--- src/rtl/line_pixel_packer_if.sv ---
// Pixel capture inputs and packed-word stream of the line pixel packer.
// master = packer side, slave = capture unit / DMA side.
interface line_pixel_packer_if;
    logic        lval;
    logic [7:0]  pixel_data;
    logic        pixel_captured;
    logic [31:0] m_tdata;
    logic        m_tvalid;
    logic        m_tready;
    logic        m_tlast;
    logic        m_tuser;

    modport master (
        input  lval, pixel_data, pixel_captured, m_tready,
        output m_tdata, m_tvalid, m_tlast, m_tuser
    );

    modport slave (
        output lval, pixel_data, pixel_captured, m_tready,
        input  m_tdata, m_tvalid, m_tlast, m_tuser
    );
endinterface

--- src/rtl/line_pixel_packer.sv ---
// Generic synchronous FIFO: binary pointers with an extra wrap bit.
// Latency: written entry visible at the head one cycle after its write edge.
// Backpressure: wr_rdy low when full unless a read happens on the same edge.
module lpp_fifo #(
    parameter int DEPTH = 16,
    parameter int WIDTH = 34
) (
    input  logic             pixel_clock,
    input  logic             rst_cds,
    input  logic             wr_vld,
    input  logic [WIDTH-1:0] wr_dat,
    output logic             wr_rdy,
    output logic             rd_vld,
    output logic [WIDTH-1:0] rd_dat,
    input  logic             rd_rdy
);
    localparam int AW = $clog2(DEPTH);
    localparam logic [AW:0] PTR_ONE = {{AW{1'b0}}, 1'b1};

    logic [AW:0]      wr_ptr;
    logic [AW:0]      rd_ptr;
    logic [WIDTH-1:0] mem [DEPTH];
    logic             empty;
    logic             full;
    logic             do_wr;
    logic             do_rd;

    assign empty  = (wr_ptr == rd_ptr);
    assign full   = (wr_ptr[AW] != rd_ptr[AW]) && (wr_ptr[AW-1:0] == rd_ptr[AW-1:0]);
    assign do_rd  = !empty && rd_rdy;
    assign wr_rdy = !full || do_rd;
    assign do_wr  = wr_vld && wr_rdy;
    assign rd_vld = !empty;
    // Head is forced to zero when empty so the stream outputs read 0 out of reset.
    assign rd_dat = empty ? '0 : mem[rd_ptr[AW-1:0]];

    always_ff @(posedge pixel_clock or negedge rst_cds) begin
        if (!rst_cds) begin
            wr_ptr <= '0;
            rd_ptr <= '0;
        end else begin
            if (do_wr) wr_ptr <= wr_ptr + PTR_ONE;
            if (do_rd) rd_ptr <= rd_ptr + PTR_ONE;
        end
    end

    always_ff @(posedge pixel_clock) begin
        if (do_wr) mem[wr_ptr[AW-1:0]] <= wr_dat;
    end
endmodule

// Packs 4 line-scanner pixels per 32-bit word, tags first/last word of a line.
// Latency: a word reaches the FIFO at the next completion or at line end, +1 cycle to m_tvalid.
// Backpressure: FIFO absorbs stalls; words arriving on a full FIFO are dropped, overflow sticks.
module line_pixel_packer #(
    parameter int FIFO_DEPTH     = 16,
    parameter int LINE_CNT_WIDTH = 16
) (
    input  logic                      pixel_clock,
    input  logic                      rst_cds,
    input  logic                      enable,
    line_pixel_packer_if.master       px,
    output logic                      overflow,
    output logic [LINE_CNT_WIDTH-1:0] line_count
);
    typedef struct packed {
        logic        user;
        logic        last;
        logic [31:0] dat;
    } word_t;

    localparam logic [LINE_CNT_WIDTH-1:0] CNT_ONE = {{(LINE_CNT_WIDTH-1){1'b0}}, 1'b1};

    logic        lval_d;
    logic [1:0]  idx;
    logic [7:0]  lane0;
    logic [7:0]  lane1;
    logic [7:0]  lane2;
    logic        first_flag;
    logic        stage_vld;
    word_t       stage;
    logic        flush_pend;
    word_t       flush_word;

    logic        capture;
    logic        line_end;
    logic        word_done;
    logic [31:0] full_dat;
    logic [31:0] partial_dat;
    logic        wr_vld;
    word_t       wr_word;
    logic        wr_rdy;
    logic        rd_vld;
    word_t       head;

    assign capture   = enable && px.lval && px.pixel_captured;
    assign line_end  = lval_d && !px.lval;
    assign word_done = capture && (idx == 2'd3);
    assign full_dat  = {px.pixel_data, lane2, lane1, lane0};

    always_comb begin
        partial_dat = '0;
        case (idx)
            2'd1:    partial_dat = {24'h0, lane0};
            2'd2:    partial_dat = {16'h0, lane1, lane0};
            2'd3:    partial_dat = {8'h0, lane2, lane1, lane0};
            default: partial_dat = '0;
        endcase
    end

    // One FIFO write per edge. The deferred partial flush cannot coincide with
    // a line end or a word completion: both need lval history the flush edge lacks.
    always_comb begin
        wr_vld  = 1'b0;
        wr_word = '0;
        if (flush_pend) begin
            wr_vld  = 1'b1;
            wr_word = flush_word;
        end else if (line_end) begin
            if (stage_vld) begin
                wr_vld       = 1'b1;
                wr_word      = stage;
                wr_word.last = (idx == 2'd0);
            end
        end else if (word_done && stage_vld) begin
            wr_vld  = 1'b1;
            wr_word = stage;
        end
    end

    always_ff @(posedge pixel_clock or negedge rst_cds) begin
        if (!rst_cds) begin
            lval_d     <= 1'b0;
            idx        <= 2'd0;
            lane0      <= 8'h0;
            lane1      <= 8'h0;
            lane2      <= 8'h0;
            first_flag <= 1'b1;
            stage_vld  <= 1'b0;
            stage      <= '0;
            flush_pend <= 1'b0;
            flush_word <= '0;
            overflow   <= 1'b0;
            line_count <= '0;
        end else begin
            lval_d     <= px.lval;
            flush_pend <= 1'b0;

            if (wr_vld && !wr_rdy) overflow <= 1'b1;

            if (line_end) begin
                idx        <= 2'd0;
                first_flag <= 1'b1;
                stage_vld  <= 1'b0;
                line_count <= line_count + CNT_ONE;
                if (idx != 2'd0) begin
                    flush_pend <= 1'b1;
                    flush_word <= '{user: first_flag, last: 1'b1, dat: partial_dat};
                end
            end else if (capture) begin
                idx <= idx + 2'd1;
                case (idx)
                    2'd0:    lane0 <= px.pixel_data;
                    2'd1:    lane1 <= px.pixel_data;
                    2'd2:    lane2 <= px.pixel_data;
                    default: ;
                endcase
                if (word_done) begin
                    stage_vld  <= 1'b1;
                    stage      <= '{user: first_flag, last: 1'b0, dat: full_dat};
                    first_flag <= 1'b0;
                end
            end
        end
    end

    lpp_fifo #(
        .DEPTH (FIFO_DEPTH),
        .WIDTH ($bits(word_t))
    ) u_fifo (
        .pixel_clock (pixel_clock),
        .rst_cds     (rst_cds),
        .wr_vld      (wr_vld),
        .wr_dat      (wr_word),
        .wr_rdy      (wr_rdy),
        .rd_vld      (rd_vld),
        .rd_dat      (head),
        .rd_rdy      (px.m_tready)
    );

    assign px.m_tvalid = rd_vld;
    assign px.m_tdata  = head.dat;
    assign px.m_tlast  = head.last;
    assign px.m_tuser  = head.user;
endmodule
--- src/flat_wrapper.sv ---
// flat-port wrapper written by rule: the top's interface ports become plain ports
module line_pixel_packer_flat 
#(
    parameter int FIFO_DEPTH     = 16,
    parameter int LINE_CNT_WIDTH = 16
)
  (pixel_clock, rst_cds, enable, overflow, line_count, px_lval, px_pixel_data, px_pixel_captured, px_m_tready, px_m_tdata, px_m_tvalid, px_m_tlast, px_m_tuser);
  line_pixel_packer_if px_i ();
  input  logic pixel_clock;
  input  logic rst_cds;
  input  logic enable;
  output logic overflow;
  output logic [LINE_CNT_WIDTH-1:0] line_count;
  input wire logic [$bits(px_i.lval)-1:0] px_lval;
  input wire logic [$bits(px_i.pixel_data)-1:0] px_pixel_data;
  input wire logic [$bits(px_i.pixel_captured)-1:0] px_pixel_captured;
  input wire logic [$bits(px_i.m_tready)-1:0] px_m_tready;
  output wire logic [$bits(px_i.m_tdata)-1:0] px_m_tdata;
  output wire logic [$bits(px_i.m_tvalid)-1:0] px_m_tvalid;
  output wire logic [$bits(px_i.m_tlast)-1:0] px_m_tlast;
  output wire logic [$bits(px_i.m_tuser)-1:0] px_m_tuser;
  assign px_i.lval = px_lval;
  assign px_i.pixel_data = px_pixel_data;
  assign px_i.pixel_captured = px_pixel_captured;
  assign px_i.m_tready = px_m_tready;
  assign px_m_tdata = px_i.m_tdata;
  assign px_m_tvalid = px_i.m_tvalid;
  assign px_m_tlast = px_i.m_tlast;
  assign px_m_tuser = px_i.m_tuser;
  line_pixel_packer #(.FIFO_DEPTH(FIFO_DEPTH), .LINE_CNT_WIDTH(LINE_CNT_WIDTH)) u_core (.pixel_clock(pixel_clock), .rst_cds(rst_cds), .enable(enable), .px(px_i), .overflow(overflow), .line_count(line_count));
endmodule
--- config.mk ---
export PLATFORM = sky130hd
export DESIGN_NAME = line_pixel_packer_flat
export DESIGN_NICKNAME = d
export VERILOG_FILES = /design/src/rtl/line_pixel_packer_if.sv /design/src/rtl/line_pixel_packer.sv /design/src/flat_wrapper.sv
export SDC_FILE = /design/constraint.sdc
export NUM_CORES = 1
export LEC_CHECK = 0
export CAP_MARGIN = 20
export CORE_AREA = 2 2 211 213
export DETAILED_ROUTE_END_ITERATION = 10
export DIE_AREA = 0 0 213 215
export DONT_BUFFER_PORTS = 1
export PLACE_DENSITY = 0.75
export SLEW_MARGIN = 20
export SYNTH_ARGS = -nofsm -noshare
export SYNTH_HDL_FRONTEND = slang
export SYNTH_HIERARCHICAL = 1
export SYNTH_SLANG_ARGS = --single-unit
export TNS_END_PERCENT = 1
--- constraint.sdc ---
create_clock -name pixel_clock -period 9.25 [get_ports pixel_clock]
set_input_delay 1.85 -clock pixel_clock [delete_from_list [all_inputs] [get_ports pixel_clock]]
set_output_delay 1.85 -clock pixel_clock [all_outputs]
set_load 0.05 [all_outputs]
==> results.py, run 1 <==
metrics = {
    "sta": {
        "finalCriticalPeriod_ns": 5.643,
        "fin_worst_skew_ns": 0.01743,
        "final.setup.worst_slack_ns": 3.607,
        "hold_violations": 0,
        "period_share_pct": 61.01,
        "fmax_mhz": 177.2,
        "tns_ns": 0,
        "slew_violations": 0,
        "holdWs_ns": 0.4668,
        "finalSetupViolations": 0,
        "worstMarginPinSlew_ns": 1.193,
        "relSlewSlack_pct": 20.73,
        "rsz0062_at_grt": "no",
    },
    "worst_setup_path": {
        "worstPathArrival_ns": 3.79,
        "cp_cell_sequence": "buf_12 -> mux4_2 -> a22oi_1 -> a21oi_1",
        "max_stage_delay_ns": 1.01,
        "endpoint_kind": "output pin",
        "worst-path-buf-inv": 1,
        "critPathMaxFanout": 97,
        "cp_slowest_cell": "dfrtp_4",
        "crit_type": "flip-flop to output pin",
        "required_ns": 7.40,
        "path_delay_family": "flip-flops",
        "crit_path_start_kind": "flip-flop",
    },
    "final_layout": {
        "final_core_util_pct": 65.33,
        "final_area_um2": 28510,
        "synthToLayoutAreaGrowth_pct": 10.70,
        "drive_gt1_share_pct": 27.51,
        "diodes": 0,
        "nets": 1350,
    },
    "global_route": {
        "grt_max_degree": 117,
        "grt_pass1_vias": 12684,
        "antenna_found_initial": 0,
        "globalRouteOverflowTotal": 0,
        "grt_first_pass_wirelength_um": 77110,
        "track_usage_pct": 22.77,
    },
    "synth": {
        "yosys.area_share.simple_pct": 3.415,
        "syn-num-nets": 1327,
        "synth_top_family_by_area": "multiplexers",
        "synthDistinctLibCells": 46,
        "synth-compound-area-share_pct": 4.057,
        "syn-cell-area_um2": 25750,
        "synth_xor_xnor_area_share_pct": 0.9862,
        "synth_ff_type": "edfxtp_1",
        "synth_fa_ha_area_share_pct": 0.5344,
        "yosysSeqAreaShare_pct": 74.70,
        "synth_cells": 1302,
        "synthMuxAreaShare_pct": 14.47,
        "synth_area_per_cell_um2": 19.78,
        "ys_ff_latch": 660,
        "yosys_warnings": 6,
        "synth_edf_count": 544,
        "async_reset_ff_share_pct": 17.58,
    },
    "pwr": {
        "p_per_area_nw_per_um2": 285.1,
        "combPwrFrac_pct": 24.9,
        "leakage_nw": 10.02,
        "switching_power_mw": 2.608,
        "swShare_pct": 32.09,
        "pwr-share-clk_pct": 30.6,
        "ir_drop_mv": 0.2009,
        "seq_power_share_pct": 44.5,
        "p_int_mw": 5.519,
    },
    "place": {
        "port_buffers": 0,
        "pre_cts_slack_ns": 3.867,
        "dpl_cell_area_um2": 26400,
        "dp_hpwl_um": 27380,
        "routabilityCongestion": 0.7653,
    },
    "drt": {
        "wire_per_inst_um": 25.67,
        "drtAntennaViolNets": 0,
        "routed_via_density": 6.201,
        "dr_total_vias": 12192,
        "drt_first_iter_violations": 1069,
        "dr.pass1.iters": 7,
        "wl_um": 50460,
        "drc_errors": 0,
    },
    "die": {
        "die_w_um": 213,
        "dieArea_um2": 45800,
        "num_rows": 77,
        "ios": 66,
        "initial_core_util_pct": 59.01,
        "chipHeight_um": 215,
        "core_um2": 43640,
    },
    "cts": {
        "cts.repair.resized": 0,
        "numCtsBuffers": 61,
        "cts_max_path_buffers": 3,
        "worstSkewPairLatency_ns": 0.62,
        "post_cts_buffers": 0,
        "root_buffer": "clkbuf_16",
        "clkTransAtPathRegs_ns": 0.06,
        "htree_levels": 2,
        "cts.sinks": 660,
        "cts_tree": "yes",
        "postCtsHoldBufs": 0,
    },
    "run": {
        "maxCapViolations": 0,
    },
    "min_path": {
        "hold_path.class": "flip-flop to flip-flop",
    },
    "run_status": {
        "outcome": "complete, no violations",
    },
}
==> synthesized netlist by cell type, types with 20 or more instances <==
cell type	number	share of area, %
nand2_1	86	1.3
mux2_2	59	2.6
xnor2_1	24	0.82
a21oi_1	37	0.72
o21ai_1	20	0.39
clkbuf_1	26	0.38
edfxtp_1	544	63
a22oi_1	68	2.0
mux4_2	136	12
dfrtp_1	115	11
buf_2	24	0.47
==> power groups by stage <==
stage | logic, mW | clock network (mW) | registers (mW)
after floorplan | 1.76 | 0 | 3.53
after global placement | 1.98 | 0 | 3.67
after detailed placement | 2.01 | 0 | 3.69
after CTS | 2.02 | 2.53 | 3.62
after global routing | 2.13 | 2.64 | 3.65
final | 2.02 | 2.48 | 3.62
==> state kept, by name, indices dropped and copies added (netlist names) <==
register              cells
u_core/u_fifo/mem       544
u_core/stage             33
u_core/flush_word        26
u_core/line_count        16
u_core/lane0              8
u_core/lane1              8
u_core/lane2              8
u_core/u_fifo/rd_ptr      5
u_core/u_fifo/wr_ptr      5
u_core/idx                2
u_core/first_flag         1
u_core/flush_pend         1
u_core/lval_d             1
u_core/overflow           1
u_core/stage_vld          1
==> kinds of logic (layout without fill, tap and decap cells) <==
kind of cell / count (synthesis) / in the layout
adders and majority gates: 11 / 11
and+or+nand+nor: 166 / 166
DFF: 660 / 660
AOI/OAI and AO/OA: 157 / 157
buffers and inverters: 84 / 156
muxes: 195 / 195
xor gates and xnor gates: 29 / 29
==> per-stage QoR <==
step           cells  total power [mW]
3_5_place_dp    1852             5.697
4_1_cts         1964             8.173
5_1_grt         1966             8.428
3_3_place_gp    1852             5.659
6_report        1966             8.127
2_1_floorplan   1302             5.287
==> worst paths after layout <==
kind / start / endpoint / slack, ns / cells after the start
max: u_core/u_fifo/rd_ptr[0] / px_m_tdata[14] / 3.61 / 4
min: u_core/flush_word[32] / u_core/flush_word[32] / 0.47 / 1
max reg2reg: u_core/idx[1] / u_core/u_fifo/mem[14][14] / 4.68 / 6
min reg2reg: u_core/flush_word[32] / u_core/flush_word[32] / 0.47 / 1
max in group asynchronous: rst_cds / u_core/first_flag / 8.09 / 0
min in group asynchronous: rst_cds / u_core/stage[27] / 0.94 / 0
==> placed cells by master, fill, tap and decap left out, types with 10 or more instances in the layout <==
cell type  instances
nand2_1           86
buf_4             31
a22oi_1           68
edfxtp_1         544
mux2_2            59
clkbuf_8          10
xnor2_1           24
nand3_1           16
o21ai_2           17
ha_1              11
a22o_1            14
clkinv_1          11
dfrtp_1          112
mux4_2           136
clkbuf_16         63
and3_2            13
a21oi_1           37
clkbuf_1          10
==> worst register-to-register path: cells and delay by family (launching register included) <==
kind                     cells  cell delay, ns
AND/OR/NAND/NOR              3            1.97
AO/OA/AOI/OAI                2            1.24
adder cells (fa/ha/maj)      1            0.54
flip-flops                   1            0.42
==> layout make-up <==
type                    count  area (um2)
clock buffers              85        1767
clock inverters            27       235.2
fillers                  2807       15130
inverters                  10       37.54
multi-input cells         558        6175
flip-flops and latches    660       19250
well taps                 592       740.7
repair buffers             34       307.8
==> layer usage <==
metal  GRT usage (%)  up-vias  part of all wire (%)
met5               0        -                     0
met4           6.294        0                   2.4
met3           4.106       80                   6.4
met2           37.49      401                    50
met1           31.75     6420                    41
li1                -     5291                     -
No activity file was read; power rests on OpenSTA's default activity.
==> inputs of run 2 (changes only) <==
--- a/config.mk
+++ b/config.mk
@@ -6,9 +6,9 @@
 export NUM_CORES = 1
 export LEC_CHECK = 0
 export CAP_MARGIN = 20
-export CORE_AREA = 2 2 211 213
+export CORE_AREA = 2 2 216 218
 export DETAILED_ROUTE_END_ITERATION = 10
-export DIE_AREA = 0 0 213 215
+export DIE_AREA = 0 0 218 220
 export DONT_BUFFER_PORTS = 1
 export PLACE_DENSITY = 0.75
 export SLEW_MARGIN = 20
==> constraint.sdc (replaced) <==
create_clock -name pixel_clock -period 4.7 [get_ports pixel_clock]
set_input_delay 0.94 -clock pixel_clock [delete_from_list [all_inputs] [get_ports pixel_clock]]
set_output_delay 0.94 -clock pixel_clock [all_outputs]
set_load 0.05 [all_outputs]
==> run 2 against run 1 <==
Count of clock-buffer cells in the layout grew 2. Register-to-register slack got worse by 3.4 ns. Cell count up 3.9%. Sequential cell count unchanged. Sequential share of layout area fell by 0.95 points. Clock skew is 0.0068 ns higher. Worst setup slack lost 3.2 ns. Global-route usage increased by 1.2 points. Combinational power rose by 120%. Cell area is 1.4% higher.
==> results.py, run 2 (same netlist as run 1, synthesis figures left out) <==
metrics = {
    "global_route": {
        "globalRouteOverflowTotal": 0,
        "grt_first_pass_wirelength_um": 83590,
        "gr-max-usage-layer": "met2",
        "track_usage_pct": 23.99,
        "grtUsageMet3_pct": 5.176,
        "grt_use_met1_pct": 33.04,
        "antenna_found_initial": 0,
        "grt_max_degree": 140,
        "met2_usage_pct": 38.61,
        "grt_pass1_vias": 13268,
    },
    "pwr": {
        "seq_power_share_pct": 42.7,
        "p_per_area_nw_per_um2": 566.8,
        "ir_drop_mv": 0.4869,
        "swShare_pct": 32.30,
        "combPwrFrac_pct": 27.5,
        "switching_power_mw": 5.295,
        "leakage_nw": 10.28,
        "pwr-share-clk_pct": 29.8,
        "p_int_mw": 11.10,
    },
    "die": {
        "dieArea_um2": 47960,
        "ios": 66,
        "initial_core_util_pct": 56.15,
        "chipHeight_um": 220,
        "die_w_um": 218,
        "core_um2": 45860,
        "num_rows": 79,
    },
    "cts": {
        "worstSkewPairLatency_ns": 0.60,
        "postCtsHoldBufs": 0,
        "clkTransAtPathRegs_ns": 0.06,
        "root_buffer": "clkbuf_16",
        "cts.repair.resized": 0,
        "htree_levels": 3,
        "cts_tree": "yes",
        "numCtsBuffers": 66,
        "cts_max_path_buffers": 3,
        "post_cts_buffers": 0,
        "cts.sinks": 660,
    },
    "final_layout": {
        "drive_gt1_share_pct": 29.62,
        "synthToLayoutAreaGrowth_pct": 12.29,
        "final_common_cell": "edfxtp_1",
        "nets": 1414,
        "final_cell_mix": "544 x edfxtp_1, 136 x mux4_2, 112 x dfrtp_1",
        "largest_reg_flops": 544,
        "diodes": 0,
        "final_area_um2": 28920,
    },
    "sta": {
        "fin_worst_skew_ns": 0.02421,
        "relSlewSlack_pct": 29.01,
        "worstMarginPinSlew_ns": 1.063,
        "fmax_mhz": 235.3,
        "holdWs_ns": 0.04164,
        "finalCriticalPeriod_ns": 4.250,
        "finalSetupViolations": 0,
        "slew_violations": 0,
        "tns_ns": 0,
        "hold_violations": 0,
        "rsz0062_at_grt": "no",
        "period_share_pct": 90.42,
    },
    "drt": {
        "drc_errors": 0,
        "drtAntennaViolNets": 0,
        "wire_per_inst_um": 27.21,
        "routed_via_density": 6.299,
        "wl_um": 55560,
        "dr_total_vias": 12863,
        "dr.pass1.iters": 5,
        "drt_first_iter_violations": 1394,
    },
    "min_path": {
        "hold_path.class": "input port to asynchronous set/reset pin",
    },
    "place": {
        "dp_hpwl_um": 31640,
        "port_buffers": 0,
        "dpl_cell_area_um2": 26900,
        "routabilityCongestion": 0.7807,
    },
    "worst_setup_path": {
        "crit_path_start_kind": "flip-flop",
        "critPathMaxFanout": 84,
        "required_ns": 3.76,
        "crit_type": "flip-flop to output pin",
        "endpoint_kind": "output pin",
        "worstPathArrival_ns": 3.31,
    },
    "run_status": {
        "outcome": "complete, no violations",
    },
    "run": {
        "maxCapViolations": 0,
    },
}
## run 2: cell count changes in the layout (fill, tap and decap cells not counted), moves of 4 or more
| cell | delta |
|---|---|
| buf_4 | +58 |
| clkbuf_1 | +9 |
| clkbuf_8 | -9 |
| o21ai_1 | +5 |
| o21ai_2 | -5 |
| clkbuf_16 | +4 |
## run 2: final cells by class
| class | instances | area, um2 |
|---|---|---|
| Multi-Input combinational cell | 558 | 6146 |
| Clock inverter | 27 | 217.7 |
| Tap cell | 607 | 759.5 |
| Fill cell | 3106 | 16950 |
| Timing Repair Buffer | 93 | 748.2 |
| Sequential cell | 660 | 19250 |
| Clock buffer | 87 | 1762 |
| Inverter | 10 | 37.54 |
## run 2: power groups by stage
| stage | combinational [mW] | sequential, mW | clock [mW] |
|---|---|---|---|
| 3_5_place_dp | 4.52 | 7.11 | 0 |
| 3_3_place_gp | 4.49 | 7.09 | 0 |
| 6_report | 4.51 | 6.99 | 4.89 |
| 5_1_grt | 4.75 | 7.04 | 5.18 |
| 4_1_cts | 4.55 | 7.00 | 4.97 |
| 2_1_floorplan | 3.47 | 6.94 | 0 |
## run 2: per-stage QoR
| step | util, % | worst slack [ns] | std cells | total power, mW |
|---|---|---|---|---|
| after floorplan | - | 0.1756 | 1302 | 10.41 |
| after global placement | 58.64 | 1.079 | 1928 | 11.58 |
| after detailed placement | 58.65 | 1.025 | 1928 | 11.64 |
| after CTS | 62.96 | 0.3714 | 2042 | 16.51 |
| after global routing | 63.05 | 0.2029 | 2042 | 16.97 |
| final | 63.05 | 0.4502 | 2042 | 16.39 |
## run 2: worst paths after layout
kind,depth (start not counted),end,startpoint,slack (ns)
max in group asynchronous,0,u_core/first_flag,rst_cds,4.42
setup reg to reg,7,u_core/u_fifo/mem[5][4],u_core/idx[1],1.25
setup / recovery,5,px_m_tdata[9],u_core/u_fifo/rd_ptr[0],0.45
hold reg to reg,2,u_core/flush_word[17],u_core/flush_word[17],0.47
hold / removal,0,u_core/line_count[12],rst_cds,0.04
min in group pixel_clock,0,u_core/lval_d,px_lval,0.38
## run 2: metal layers
| layer | vias to the layer above | routed length, um |
|---|---|---|
| met4 | 0 | 1235 |
| met3 | 77 | 5460 |
| li1 | 5427 | - |
| met1 | 6714 | 21500 |
| met5 | - | 0 |
| met2 | 645 | 27360 |
## run 2: worst max-delay path, stage by stage, from the launching register on
cell	delay, ns
dfrtp_4	0.77
buf_12	0.58
mux4_2	0.60
a22oi_1	0.30
a21oi_1	0.14
buf_4	0.21
